===== src/rtl/sic_alu_lock_arbiter_pkg.sv =====
// Shared types and helpers for the SIC-to-ALU lock arbiter slice.
// Pool sizes live here so the interface, the picker and the top agree on widths.
package sic_pkg;

    localparam int NUM_SIC    = 4;
    localparam int NUM_ALU    = 2;
    localparam int ID_WIDTH   = 8;
    localparam int HOLD_LIMIT_DFLT = 64;

    localparam int SIC_IDX_W  = (NUM_SIC > 1) ? $clog2(NUM_SIC) : 1;
    localparam int ALU_IDX_W  = (NUM_ALU > 1) ? $clog2(NUM_ALU) : 1;
    localparam int BUSY_W     = $clog2(NUM_ALU + 1);
    // Wide enough for any practical hold limit; the counter saturates at the limit.
    localparam int HOLD_CNT_W = 16;

    typedef logic [ALU_IDX_W-1:0]  alu_idx_t;
    typedef logic [SIC_IDX_W-1:0]  sic_idx_t;
    typedef logic [ID_WIDTH-1:0]   id_t;
    typedef logic [HOLD_CNT_W-1:0] hold_cnt_t;

    typedef struct packed {
        logic      valid;
        sic_idx_t  owner;
        hold_cnt_t hold_cnt;
    } alu_owner_t;

    // id_a is older than id_b when the modular difference is negative.
    // Equal IDs return 0 so the caller's index order breaks the tie.
    function automatic logic is_older(id_t id_a, id_t id_b);
        logic signed [ID_WIDTH-1:0] diff;
        diff = signed'(id_a - id_b);
        return (diff < 0);
    endfunction

endpackage


===== src/rtl/sic_alu_lock_arbiter_if.sv =====
// Request/grant bundle between the SIC execution sub-units and the ALU lock arbiter.
interface sic_alu_lock_arbiter_if
    import sic_pkg::*;
    ();

    logic [NUM_SIC-1:0]   req;
    id_t  [NUM_SIC-1:0]   req_issue_id;
    logic [NUM_SIC-1:0]   release_lock;

    logic [NUM_SIC-1:0]   grant;
    alu_idx_t [NUM_SIC-1:0] sic_alu_idx;
    logic [NUM_ALU-1:0]   alu_owner_valid;
    sic_idx_t [NUM_ALU-1:0] alu_owner;
    logic [BUSY_W-1:0]    busy_count;
    logic                 hold_err;

    modport master (
        output req, req_issue_id, release_lock,
        input  grant, sic_alu_idx, alu_owner_valid, alu_owner, busy_count, hold_err
    );

    modport slave (
        input  req, req_issue_id, release_lock,
        output grant, sic_alu_idx, alu_owner_valid, alu_owner, busy_count, hold_err
    );

endinterface


===== src/rtl/sic_alu_lock_arbiter_oldest_pick.sv =====
// Selects the oldest pending SIC by issue_id; ties go to the lower SIC index.
module sic_alu_oldest_pick
    import sic_pkg::*;
(
    input  logic [NUM_SIC-1:0] pending,
    input  id_t  [NUM_SIC-1:0] ids,
    output logic               pick_valid,
    output sic_idx_t           pick_idx
);

    // Running-best reduction: a later candidate replaces the best only if strictly older.
    always_comb begin
        pick_valid = 1'b0;
        pick_idx   = '0;
        for (int i = 0; i < NUM_SIC; i++) begin
            if (pending[i] && (!pick_valid || is_older(ids[i], ids[pick_idx]))) begin
                pick_valid = 1'b1;
                pick_idx   = sic_idx_t'(i);
            end
        end
    end

endmodule


===== src/rtl/sic_alu_lock_arbiter.sv =====
// Lock arbiter sharing NUM_ALU ALUs among NUM_SIC SICs: one allocation per cycle
// to the oldest pending requester, locks held until release_lock, hold watchdog.
module sic_alu_lock_arbiter
    import sic_pkg::*;
#(
    parameter int HOLD_LIMIT = HOLD_LIMIT_DFLT
) (
    input  logic                   clk,
    input  logic                   rst_n,
    sic_alu_lock_arbiter_if.slave  bus
);

    localparam hold_cnt_t HOLD_MAX = hold_cnt_t'(HOLD_LIMIT);

    alu_owner_t [NUM_ALU-1:0] alu_q;
    alu_owner_t [NUM_ALU-1:0] alu_d;
    logic                     hold_err_q;
    logic                     hold_hit;

    logic [NUM_SIC-1:0]       held;
    alu_idx_t [NUM_SIC-1:0]   sic_alu_idx_c;
    logic [NUM_SIC-1:0]       pending;
    logic                     pick_valid;
    sic_idx_t                 pick_idx;
    logic                     free_valid;
    alu_idx_t                 free_idx;
    logic                     alloc;
    logic [BUSY_W-1:0]        busy_c;

    // Reverse map: which SICs hold a lock and on which ALU.
    always_comb begin
        held          = '0;
        sic_alu_idx_c = '0;
        for (int a = 0; a < NUM_ALU; a++) begin
            if (alu_q[a].valid) begin
                held[alu_q[a].owner]          = 1'b1;
                sic_alu_idx_c[alu_q[a].owner] = alu_idx_t'(a);
            end
        end
    end

    // A release in the same cycle withdraws the SIC from contention.
    assign pending = bus.req & ~held & ~bus.release_lock;

    sic_alu_oldest_pick u_pick (
        .pending    (pending),
        .ids        (bus.req_issue_id),
        .pick_valid (pick_valid),
        .pick_idx   (pick_idx)
    );

    // Lowest-index free ALU; an ALU being released this cycle still reads as busy.
    always_comb begin
        free_valid = 1'b0;
        free_idx   = '0;
        for (int a = NUM_ALU - 1; a >= 0; a--) begin
            if (!alu_q[a].valid) begin
                free_valid = 1'b1;
                free_idx   = alu_idx_t'(a);
            end
        end
    end

    assign alloc = pick_valid && free_valid;

    // Per-ALU next state: release, watchdog count, or fresh allocation.
    always_comb begin
        alu_d    = alu_q;
        hold_hit = 1'b0;
        for (int a = 0; a < NUM_ALU; a++) begin
            if (alu_q[a].valid) begin
                if (bus.release_lock[alu_q[a].owner]) begin
                    alu_d[a] = '0;
                end else if (alu_q[a].hold_cnt != HOLD_MAX) begin
                    alu_d[a].hold_cnt = alu_q[a].hold_cnt + hold_cnt_t'(1);
                end
            end else if (alloc && (free_idx == alu_idx_t'(a))) begin
                alu_d[a].valid    = 1'b1;
                alu_d[a].owner    = pick_idx;
                alu_d[a].hold_cnt = '0;
            end
            if (alu_d[a].valid && (alu_d[a].hold_cnt == HOLD_MAX)) begin
                hold_hit = 1'b1;
            end
        end
    end

    // Owner registers; asynchronous reset drops every lock at once.
    always_ff @(posedge clk or negedge rst_n) begin
        if (!rst_n) begin
            alu_q <= '0;
        end else begin
            alu_q <= alu_d;
        end
    end

    // Sticky watchdog flag, cleared only by reset.
    always_ff @(posedge clk or negedge rst_n) begin
        if (!rst_n) begin
            hold_err_q <= 1'b0;
        end else if (hold_hit) begin
            hold_err_q <= 1'b1;
        end
    end

    // Count of locked ALUs and per-ALU ownership outputs.
    always_comb begin
        busy_c = '0;
        for (int a = 0; a < NUM_ALU; a++) begin
            busy_c                  = busy_c + BUSY_W'(alu_q[a].valid);
            bus.alu_owner_valid[a]  = alu_q[a].valid;
            bus.alu_owner[a]        = alu_q[a].owner;
        end
    end

    assign bus.grant       = held;
    assign bus.sic_alu_idx = sic_alu_idx_c;
    assign bus.busy_count  = busy_c;
    assign bus.hold_err    = hold_err_q;

endmodule

===== src/flat_wrapper.sv =====
// flat-port wrapper written by rule: the top's interface ports become plain ports
module sic_alu_lock_arbiter_flat import sic_pkg::*;
#(
    parameter int HOLD_LIMIT = HOLD_LIMIT_DFLT
)
  (clk, rst_n, bus_req, bus_req_issue_id, bus_release_lock, bus_grant, bus_sic_alu_idx, bus_alu_owner_valid, bus_alu_owner, bus_busy_count, bus_hold_err);
  sic_alu_lock_arbiter_if bus_i ();
  input  logic clk;
  input  logic rst_n;
  input wire logic [$bits(bus_i.req)-1:0] bus_req;
  input wire logic [$bits(bus_i.req_issue_id)-1:0] bus_req_issue_id;
  input wire logic [$bits(bus_i.release_lock)-1:0] bus_release_lock;
  output wire logic [$bits(bus_i.grant)-1:0] bus_grant;
  output wire logic [$bits(bus_i.sic_alu_idx)-1:0] bus_sic_alu_idx;
  output wire logic [$bits(bus_i.alu_owner_valid)-1:0] bus_alu_owner_valid;
  output wire logic [$bits(bus_i.alu_owner)-1:0] bus_alu_owner;
  output wire logic [$bits(bus_i.busy_count)-1:0] bus_busy_count;
  output wire logic [$bits(bus_i.hold_err)-1:0] bus_hold_err;
  assign bus_i.req = bus_req;
  assign bus_i.req_issue_id = bus_req_issue_id;
  assign bus_i.release_lock = bus_release_lock;
  assign bus_grant = bus_i.grant;
  assign bus_sic_alu_idx = bus_i.sic_alu_idx;
  assign bus_alu_owner_valid = bus_i.alu_owner_valid;
  assign bus_alu_owner = bus_i.alu_owner;
  assign bus_busy_count = bus_i.busy_count;
  assign bus_hold_err = bus_i.hold_err;
  sic_alu_lock_arbiter #(.HOLD_LIMIT(HOLD_LIMIT)) u_core (.clk(clk), .rst_n(rst_n), .bus(bus_i));
endmodule

===== config.mk =====
export PLATFORM = sky130hd
export DESIGN_NAME = sic_alu_lock_arbiter_flat
export DESIGN_NICKNAME = d
export VERILOG_FILES = /design/src/rtl/sic_alu_lock_arbiter_pkg.sv /design/src/rtl/sic_alu_lock_arbiter_if.sv /design/src/rtl/sic_alu_lock_arbiter_oldest_pick.sv /design/src/rtl/sic_alu_lock_arbiter.sv /design/src/flat_wrapper.sv
export SDC_FILE = /design/constraint.sdc
export NUM_CORES = 1
export LEC_CHECK = 0
export ABC_CLOCK_PERIOD_IN_PS = 11200
export CAP_MARGIN = 0
export CORE_UTILIZATION = 53
export DETAILED_ROUTE_END_ITERATION = 8
export GPL_ROUTABILITY_DRIVEN = 0
export PLACE_DENSITY = 0.91
export SKIP_LAST_GASP = 1
export SYNTH_ARGS = -nofsm -noshare
export SYNTH_HDL_FRONTEND = slang
export SYNTH_HIERARCHICAL = 1
export SYNTH_SLANG_ARGS = --single-unit

===== constraint.sdc =====
create_clock -name clk -period 11.2 [get_ports clk]
set_input_delay 1.68 -clock clk [delete_from_list [all_inputs] [get_ports clk]]
set_output_delay 1.68 -clock clk [all_outputs]
set_load 0.02 [all_outputs]

# ---- Word-level counts from Yosys, hierarchy flattened
# Cells that the tools add are included.
dict set report classes {
  bitwise 6
  mux 37
  n_eq_ne 6
  magnitude_cmp 9
  reduce_logical 20
  addsub 6
}
# cell count
set ops {}
lappend ops {{$mux W19} 4}
lappend ops {{$mux W16} 4}
lappend ops {{$add A16 B1 Y16 const B} 2}
lappend ops {{$bmux W8 S2} 2}
lappend ops {{$eq A16 B7 Y1 const B} 2}
lappend ops {{$ne A16 B7 Y1 const B} 2}
lappend ops {{$lt A8 B1 Y1 const B} 3}
lappend ops {{$sub A8 B8 Y8} 3}
lappend ops {{$mux W8} 2}
lappend ops {{$mux W1} 14}
lappend ops {{$mux W4} 3}
lappend ops {{$logic_and A1 B1 Y1} 10}
lappend ops {{$lt A2 B3 Y1 const B} 3}
lappend ops {{$and A4 B4 Y4} 2}
lappend ops {{$not A4 Y4} 2}
lappend ops {{$mux W3} 2}
lappend ops {{$bmux W1 S2} 2}
lappend ops {{$demux W1 S2} 2}
lappend ops {{$ge A2 B1 Y1 const B} 2}
lappend ops {{$mux W2} 2}
lappend ops {{$ne A2 B2 Y1 const B} 2}
lappend ops {{$or A4 B4 Y4} 1}
lappend ops {{$reduce_and A2 Y1} 2}
lappend ops {{$reduce_bool A2 Y1} 2}
lappend ops {{5 further kinds} 9}
dict set report totals {
  reg_bits 39
  word_cells 91
  input_bits 42
  out_inout_bits 17
}

# ---- Depth between registers and ports, before layout
# Gate-level depths: netlist (run 1).
dict set report depth {
  word_depth 37
  mapped_depth 33
  depth_no_buf 31
}

# ---- Hierarchy
# Netlist (run 1), hierarchy kept.
# module area_per_inst_um2 n_inst seq_area_each_um2 cells_per_inst
set modules_own_cells {}
lappend modules_own_cells {sic_alu_lock_arbiter 2771.4 1 975.9 333}
lappend modules_own_cells {sic_alu_oldest_pick 983.4 1 0.0 139}

# ---- Least setup slack after synthesis (run 1)
# OpenSTA, ideal clock, no wires.
dict set report synth_path {
  path_kind {input port to flip-flop}
  from {input bus_req_issue_id[4]}
  to {register u_core.alu_q, in the netlist u_core/bus.alu_owner[2]}
  t_required_ns 11.079
  arrival_time_ns 6.912
  n_path_buf 3
  setup_ns 0.121
  path_slack_ns 4.167
  stages 29
  path_cell_list {inv_1 ha_1 a211oi_1 nor2_1 a2111oi_0 and4b_1 buf_6 clkbuf_1 a21oi_1 ha_1 a21oi_1 o21a_1 and3_1 nand2_1 mux2i_4 o2111ai_1 nand3_1 buf_2 o21ai_0 ha_1 a21o_1 a21o_1 a21oi_1 o21ai_0 nor3b_1 and3_1 a2111oi_0 or4b_1 a22o_1}
}
dict set report synth_via {
  word_cells_on_any_way 30
  classes_between {add/sub (3); order compare (3); mux (12); reduce/logical (12)}
}
# item line
set synth_rtl {}
lappend synth_rtl {{from (decl)} flat_wrapper.sv:11} ;# input wire logic [$bits(bus_i.req_issue_id)-1:0] bus_req_issue_id;
lappend synth_rtl {{$sub A8 B8 Y8} sic_alu_lock_arbiter_pkg.sv:31} ;# diff = signed'(id_a - id_b);
lappend synth_rtl {{$lt A8 B1 Y1} sic_alu_lock_arbiter_pkg.sv:32} ;# return (diff < 0);
lappend synth_rtl {{$logic_or A1 B1 Y1} sic_alu_lock_arbiter_oldest_pick.sv:16} ;# if (pending[i] && (!pick_valid || is_older(ids[i], ids[pick_idx]))) begin
lappend synth_rtl {{$logic_and A1 B1 Y1} sic_alu_lock_arbiter_oldest_pick.sv:16}
lappend synth_rtl {{$mux W1} sic_alu_lock_arbiter_oldest_pick.sv:16}
lappend synth_rtl {{$bmux W8 S2} sic_alu_lock_arbiter_oldest_pick.sv:16}
lappend synth_rtl {{$mux W8 (implied by the code)} sic_alu_lock_arbiter_oldest_pick.sv:16}
lappend synth_rtl {{$sub A8 B8 Y8} sic_alu_lock_arbiter_pkg.sv:31}
lappend synth_rtl {{(+6 left out)} -}
lappend synth_rtl {{$sub A8 B8 Y8} sic_alu_lock_arbiter_pkg.sv:31}
lappend synth_rtl {{$lt A8 B1 Y1} sic_alu_lock_arbiter_pkg.sv:32}
lappend synth_rtl {{$logic_or A1 B1 Y1} sic_alu_lock_arbiter_oldest_pick.sv:16}
lappend synth_rtl {{$logic_and A1 B1 Y1} sic_alu_lock_arbiter_oldest_pick.sv:16}
lappend synth_rtl {{$mux W2 *} sic_alu_lock_arbiter_oldest_pick.sv:16}
lappend synth_rtl {{net u_core.pick_idx[0]} sic_alu_lock_arbiter.sv:24} ;# sic_idx_t pick_idx;
lappend synth_rtl {{$mux W19 *} sic_alu_lock_arbiter.sv:77} ;# end else if (alloc && (free_idx == alu_idx_t'(a))) begin
lappend synth_rtl {{$mux W19 *} sic_alu_lock_arbiter.sv:71} ;# if (alu_q[a].valid) begin
lappend synth_rtl {{to (signal assigned)} sic_alu_lock_arbiter.sv:93} ;# alu_q <= alu_d;
lappend synth_rtl {{to (decl)} sic_alu_lock_arbiter.sv:15} ;# alu_owner_t [NUM_ALU-1:0] alu_q;
# Mark *: on every way through the listed nets, which the timed path passes. The rest lies on a longest branch. The select of a mux whose other input is x is not followed.
# A chain may end at the register's enable or synchronous reset.

# ---- Final worst setup path (run 1)
dict set report layout_path {
  from {input bus_release_lock[0]}
  to {register u_core.alu_q, in the netlist u_core/bus.alu_owner[2]}
}
dict set report layout_via {
  word_cells_on_any_way 35
  classes_between {add/sub (2); order compare (2); eq/ne (1); mux (15); bitwise (2); reduce/logical (13)}
}
# item line
set layout_rtl {}
lappend layout_rtl {{from (decl)} flat_wrapper.sv:12} ;# input wire logic [$bits(bus_i.release_lock)-1:0] bus_release_lock;
lappend layout_rtl {{$not A4 Y4 *} sic_alu_lock_arbiter.sv:43} ;# assign pending = bus.req & ~held & ~bus.release_lock;
lappend layout_rtl {{$and A4 B4 Y4 *} sic_alu_lock_arbiter.sv:43}
lappend layout_rtl {{net u_core.pending[0]} sic_alu_lock_arbiter.sv:22} ;# logic [NUM_SIC-1:0] pending;
lappend layout_rtl {{$mux W1 *} sic_alu_lock_arbiter_oldest_pick.sv:16}
lappend layout_rtl {{$logic_not A1 Y1} sic_alu_lock_arbiter_oldest_pick.sv:16}
lappend layout_rtl {{$logic_or A1 B1 Y1} sic_alu_lock_arbiter_oldest_pick.sv:16}
lappend layout_rtl {{$logic_and A1 B1 Y1} sic_alu_lock_arbiter_oldest_pick.sv:16}
lappend layout_rtl {{$mux W1} sic_alu_lock_arbiter_oldest_pick.sv:16}
lappend layout_rtl {{(+9 left out)} -}
lappend layout_rtl {{$sub A8 B8 Y8} sic_alu_lock_arbiter_pkg.sv:31}
lappend layout_rtl {{$lt A8 B1 Y1} sic_alu_lock_arbiter_pkg.sv:32}
lappend layout_rtl {{$logic_or A1 B1 Y1} sic_alu_lock_arbiter_oldest_pick.sv:16}
lappend layout_rtl {{$logic_and A1 B1 Y1} sic_alu_lock_arbiter_oldest_pick.sv:16}
lappend layout_rtl {{$mux W2 *} sic_alu_lock_arbiter_oldest_pick.sv:16}
lappend layout_rtl {{net u_core.pick_idx[0]} sic_alu_lock_arbiter.sv:24}
lappend layout_rtl {{$mux W19 *} sic_alu_lock_arbiter.sv:77}
lappend layout_rtl {{$mux W19 *} sic_alu_lock_arbiter.sv:71}
# Marked as above.

==> results of run 1 <==
[state kept, by name (all words and copies together), names as in the netlist]
| signal | count |
|---|---|
| u_core/bus.alu_owner_valid | 2 |
| u_core/alu_q | 32 |
| u_core/bus.alu_owner | 4 |
| u_core/bus.hold_err | 1 |
[through the flow]
step	utilization, %	power (W)	std cells
CTS	64.7	0.000711	606
detailed placement	62.7	0.000567	598
global placement	62.7	0.000549	598
finish	64.7	0.000719	606
floorplan	-	0.000458	472
global route	64.7	0.000766	606
[cell families after synthesis]
logic type               after synthesis
flip-flops                            39
XOR/XNOR                               7
AO/OA/AOI/OAI                        142
adder cells (fa/ha/maj)               25
AND/OR/NAND/NOR                      202
multiplexers                           8
buffers and inverters                 49
[per-layer routing]
metal  track usage, %  routed length [um]  vias to the layer above
li1                 -                   -                     1821
met1             38.1                4320                     1895
met2             49.4                5130                      201
met3             4.38                 710                       44
met4             10.3                 335                        0
met5                0                   0                        -
[layout by cell type (no fill, tap or decap), types with 3 or more instances in the layout]
cell / count
a2111oi_0: 3
a211oi_1: 5
a21o_1: 12
a21oi_1: 21
a22o_1: 6
a31oi_1: 10
and2_1: 4
and3_1: 8
and4_1: 3
clkbuf_8: 5
clkdlybuf4s50_1: 57
dfrtp_1: 39
ha_1: 25
inv_1: 21
mux2i_1: 4
nand2_1: 63
nand2b_1: 5
nand3_1: 15
nand4_1: 9
nand4b_1: 3
nor2_1: 29
nor2b_1: 5
nor3_1: 11
nor3b_1: 9
nor4_1: 8
o21a_1: 4
o21ai_0: 44
o21ai_1: 4
o31a_1: 3
o31ai_1: 6
or2_2: 4
or3_1: 5
xnor2_1: 5
[worst min path at each step]
stage | startpoint | endpoint | slack (ns) | cells past startpoint
floorplan | u_core/alu_q[15] | u_core/alu_q[15] | 0.49 | 1
finish | u_core/bus.hold_err | u_core/bus.hold_err | 0.51 | 2
detailed placement | u_core/bus.hold_err | u_core/bus.hold_err | 0.49 | 2
CTS | u_core/bus.hold_err | u_core/bus.hold_err | 0.51 | 2
global placement | u_core/bus.hold_err | u_core/bus.hold_err | 0.47 | 2
global route | u_core/bus.hold_err | u_core/bus.hold_err | 0.56 | 2
[area by class of cell]
cell class | instances | area share, %
clock buffers | 5 | 1.56
clock inverters | 3 | 1.53
inverters | 21 | 1.78
multi-input cells | 384 | 57.3
flip-flops and latches | 39 | 22.1
well taps | 96 | 2.72
repair buffers | 58 | 13.0
[power groups by stage]
stage	clock (W)	sequential [W]	combinational (W)
2_1_floorplan	0	0.000174	0.000283
3_3_place_gp	0	0.000186	0.000363
3_5_place_dp	0	0.000187	0.000379
4_1_cts	0.000145	0.000185	0.000382
5_1_grt	0.000151	0.000189	0.000426
6_report	0.000143	0.000186	0.000389
[critical path, stage by stage]
cell,delay [ns]
clkdlybuf4s50_1,0.48
nor3b_1,0.57
nand2b_1,0.18
a2111oi_0,0.45
and4b_1,0.45
nor2_1,0.17
a21oi_1,0.08
ha_1,0.34
a21oi_1,0.07
o21a_1,0.19
and3_1,0.16
nand2_1,0.11
mux2i_4,0.10
o2111ai_1,0.35
nand3_1,0.34
o21ai_0,0.30
ha_1,0.27
a21o_1,0.18
a21o_1,0.16
a21oi_1,0.12
o21ai_0,0.14
nor3b_1,0.20
and3_1,0.19
a2111oi_0,0.08
or4b_1,0.54
a22o_1,0.22
==> metrics.md, run 1 <==
| Metric | Value |
|---|---|
| Status | `finished clean` |
| Clk buf depth | `2` |
| Sw Share | `44.5%` |
| Cells after Synth | `472` |
| Leakage Power | `1.90 nW` |
| Worst Skew | `0.00711 ns` |
| Overflow left after global routing | `0` |
| Vias in the first global route | `3706` |
| Final Cell Area | `4420 sq um` |
| # setup viols final | `0` |
| Post-Synth Simple-Gate Area | `29.2%` |
| Final Routed Wirelength | `10500 um` |
| FF/Latch Area | `976 sq um` |
| Wirelength per Cell | `17.3 um` |
| Total die area | `7430 sq um` |
| Power per cell area | `162 nW/um^2` |
| Reg2Reg Depth | `28` |
| Clock slew at reported path FFs | `0.08 ns` |
| Largest family of logic cells by synthesized area | `simple AND/OR/NAND/NOR gates` |
| Clock root cell | `clkbuf_8` |
| Synth Area in Adders | `8.33%` |
| Fin crit period | `7.96 ns` |
| Commonest cells in the netlist | `nand2_1 (63), o21ai_0 (44), dfrtp_1 (39)` |
| ANT nets after route | `0` |
| Slew @ Worst Pin | `0.942 ns` |
| Critical path arrival | `8.14 ns` |
| RR Startpoint | `u_core/bus.alu_owner_valid[1]` |
| Pre-Repair DR Iteration Count | `5` |
| Post-synth top area share | `26.0%` |
| Initial drt markers | `329` |
| DRC | `0` |
| Io pins | `59` |
| Top-count cell post-synth | `nand2_1` |
| R2R Setup Slk | `4.12 ns` |
| Setup crit start | `bus_release_lock[0]` |
| Final hold violation count | `0` |
| Hold buffer count at cts | `0` |
| Peak VDD IR | `109 uV` |
| Syn nets | `539` |
| Clk_lat worst skew | `0.30 ns` |
| Worst setup SP type | `input pin` |
| Placed Area | `4290 sq um` |
| Req. time, crit path | `11.39 ns` |
| Nets@finish | `576` |
| Mux share of post-synthesis cell area | `2.73%` |
| Total CTS buffers | `5` |
| Syn avg cell area | `7.96 sq um` |
| Synth Area in XOR/XNOR | `1.63%` |
| Starting Density | `55.0%` |
| Fill cells | `582` |
| Yosys reg bits | `39` |
| Pre-CTS setup slack | `3.08 ns` |
| Setup CP Type | `in -> reg` |
| CTS tree | `done` |
| Critical Path End | `u_core/bus.alu_owner[2]` |
| Die height | `86.2 um` |
| Post-synthesis async set-or-reset flop share | `100%` |
| Detailed-route via count | `3961` |
| RSZ-0062 raised after global routing | `no` |
| Area of the multi-input gates | `2540 sq um` |
| Sequential power share | `25.9%` |
| Hpwl dp | `7950 um` |
| Fmax achieved | `126 MHz` |
| Share of layout cells above drive strength 1 | `6.47%` |
| Synth area leaders | `dfrtp_1 (26%), ha_1 (8.3%), nand2_1 (6.3%), o21ai_0 (5.9%), nor2_1 (2.9%)` |
| First-pass GRT wire length | `17200 um` |
| Worst rel slew slack | `37.1%` |
| Post-synthesis compound-gate area fraction | `25.6%` |
| Final setup TNS | `0 ns` |
| Critical Path Fanout Max | `16` |
| HP Class | `reg -> reg` |
| Gr usage total | `29.2%` |
| Yosys warns | `6` |
| Hold Slack | `0.506 ns` |
| Reg2reg end | `u_core/bus.alu_owner[2]` |
| Final Max Tran Viols | `0` |
| P&R area growth vs syn | `17.8%` |
| Clk pwr share | `19.9%` |
| Post-CTS setup buffer count | `0` |
| Chip Width | `86.2 um` |
| Total clock sinks | `39` |
| Row count | `30` |
| P_int | `0.000399 W` |
| Largest net degree at the start of global routing | `40` |
| Core ar. | `6830 sq um` |
| Antenna violations before repair | `0` |
| Critical path endpoint category | `register` |
| Vias/cell | `6.54` |
| N_diodes | `0` |
| Post-synth EDFFs | `0` |
| Port buffer count | `58` |
| Seq/Total Area, Yosys | `26.0%` |
| Mapped Area | `3750 sq um` |
| Synth area leader | `dfrtp_1` |
| Final WS setup | `3.24 ns` |
| Main flop type after synthesis | `dfrtp_1` |
| NetSw | `0.000320 W` |
| Max-cap violations | `0` |
| Final Cycle Share | `71.0%` |
| Yosys cell types | `81` |
| H-Tree Depth | `2` |
| Post-CTS Resized | `0` |
| Comb power frac | `54.2%` |
(Power assumes the default switching activity.)
==> inputs of run 2 (changes only) <==
Settings changed: ABC_CLOCK_PERIOD_IN_PS 11200 to 8000.
Clock period 11.2 ns to 8 ns, I/O delays scaled along.
==> run 2 against run 1 <==
Largest power group unchanged. Critical path type unchanged. Sequential share of layout area rose by 0.22 points. Clock power shrank 8%. Critical path depth is 3 higher. Critical endpoint is now u_core/bus.alu_owner[0]. First-iteration DRC count decreased by 7.9%. Final cell count grew 0.17%. Sequential cell count is the same. Setup slack worse by 2.7 ns.
==> metrics.md, run 2 (synthesis gave the netlist of run 1 again) <==
| Metric | Value |
|---|---|
| Largest Register | `u_core/alu_q` |
| Final Cell Area | `4380 sq um` |
| Setup CP Type | `in -> reg` |
| Fmax achieved | `134 MHz` |
| Hold buffer count at cts | `0` |
| Critical path endpoint category | `register` |
| RR Startpoint | `u_core/bus.alu_owner_valid[1]` |
| Req. time, crit path | `8.17 ns` |
| Detailed-route via count | `3909` |
| Largest register FFs | `32` |
| Final Routed Wirelength | `10300 um` |
| Clock slew at reported path FFs | `0.08 ns` |
| Pre-CTS setup slack | `0.276 ns` |
| Die height | `86.2 um` |
| Worst Skew | `0.0156 ns` |
| Post-CTS Resized | `0` |
| Most common cell after layout, fill and taps aside | `nand2_1` |
| Share of layout cells above drive strength 1 | `6.46%` |
| Final hold violation count | `0` |
| Total CTS buffers | `5` |
| Slew @ Worst Pin | `0.952 ns` |
| Post-CTS setup buffer count | `0` |
| Gr usage total | `28.6%` |
| Total clock sinks | `39` |
| Final WS setup | `0.518 ns` |
| Antenna violations before repair | `0` |
| Clock root cell | `clkbuf_8` |
| Placed Area | `4290 sq um` |
| Worst setup SP type | `input pin` |
| H-Tree Depth | `2` |
| Fin crit period | `7.48 ns` |
| Largest stage delay, worst path | `0.56 ns` |
| Initial drt markers | `303` |
| Setup crit start | `bus_req_issue_id[4]` |
| Fin util | `64.1%` |
| Clk_lat worst skew | `0.30 ns` |
| Wirelength per Cell | `16.9 um` |
| P&R area growth vs syn | `16.6%` |
| Final Cycle Share | `93.5%` |
| Peak VDD IR | `168 uV` |
| N_diodes | `0` |
| Critical Path End | `u_core/bus.alu_owner[0]` |
| Total die area | `7430 sq um` |
| ANT nets after route | `0` |
| Vias in the first global route | `3665` |
| # setup viols final | `0` |
| Leakage Power | `1.88 nW` |
| Max-cap violations | `0` |
| Critical Path Fanout Max | `16` |
| Worst rel slew slack | `36.4%` |
| Overflow left after global routing | `0` |
| Hpwl dp | `7900 um` |
| Pre-Repair DR Iteration Count | `5` |
| Reg2Reg Depth | `29` |
| Commonest cells after routing, fill and taps aside | `nand2_1 (63), clkdlybuf4s50_1 (57), o21ai_0 (44)` |
| Clk buf depth | `2` |
| Vias/cell | `6.44` |
| Row count | `30` |
| Final Max Tran Viols | `0` |
| First-pass GRT wire length | `16900 um` |
| Core ar. | `6830 sq um` |
| Slowest cell on the critical path | `or4b_1` |
| CTS tree | `done` |
| HP Class | `reg -> reg` |
| Power per cell area | `214 nW/um^2` |
| R2R Setup Slk | `0.93 ns` |
| Reg2reg end | `u_core/bus.alu_owner[0]` |
| Nets@finish | `577` |
| RSZ-0062 raised after global routing | `no` |
| Chip Width | `86.2 um` |
| Largest net degree at the start of global routing | `40` |
| Final setup TNS | `0 ns` |
| Tot Pwr | `0.000936 W` |
| Port buffer count | `58` |
| Critical path arrival | `7.66 ns` |
| Io pins | `59` |
| DRC | `0` |
| Starting Density | `55.0%` |
| Status | `finished clean` |
## run 2: changes by cell type in the layout (fill, tap and decap cells not counted)
| cell | change |
|---|---|
| buf_4 | +1 |
| clkbuf_1 | +1 |
| bufinv_16 | -2 |
| clkinv_2 | +1 |
## run 2: worst min-delay path by stage
stage / depth (start not counted) / start / slack (ns) / to
after floorplan: 1 / u_core/alu_q[15] / 0.49 / u_core/alu_q[15]
after global placement: 2 / u_core/bus.hold_err / 0.47 / u_core/bus.hold_err
after detailed placement: 2 / u_core/bus.hold_err / 0.47 / u_core/bus.hold_err
after CTS: 2 / u_core/bus.hold_err / 0.49 / u_core/bus.hold_err
after global routing: 2 / u_core/bus.hold_err / 0.52 / u_core/bus.hold_err
final: 2 / u_core/bus.hold_err / 0.48 / u_core/bus.hold_err
## run 2: layout make-up
cell class / instances / area, sq um
flip-flops and latches: 39 / 976
multi-input cells: 384 / 2540
inverters: 21 / 78.8
clock inverters: 2 / 12.5
clock buffers: 6 / 72.6
repair buffers: 59 / 583
fillers: 593 / 2450
well taps: 96 / 120
## run 2: where the power goes
group	switching, W	leakage [nW]	internal [W]	total, W
combinational	0.000328	1.30	0.000217	0.000545
clock	0.0000708	0.0412	0.0000610	0.000132
sequential	0.0000417	0.537	0.000217	0.000259
total	0.000441	1.88	0.000495	0.000936
## run 2: worst max-delay path: cells and delay by family
kind                       cells  cell delay (ns)
buffers and inverters          2             0.51
and+or+nand+nor               11             2.62
adders and majority gates      3             0.96
AOI/OAI and AO/OA             12             2.26
muxes                          1             0.10
## run 2: metrics by stage
step                      hold WS (ns)  instances
after floorplan                  0.487        472
after global placement           0.472        599
after detailed placement         0.473        599
after CTS                        0.489        607
after global routing             0.518        607
final                            0.482        607
## run 2: routing by layer
| layer | wire, um | up-vias | GRT usage, % |
|---|---|---|---|
| met2 | 4990 | 184 | 48.8 |
| met1 | 4370 | 1865 | 36.5 |
| met4 | 253 | 0 | 10.2 |
| met5 | 0 | - | 0 |
| met3 | 663 | 33 | 4.67 |
| li1 | - | 1827 | - |
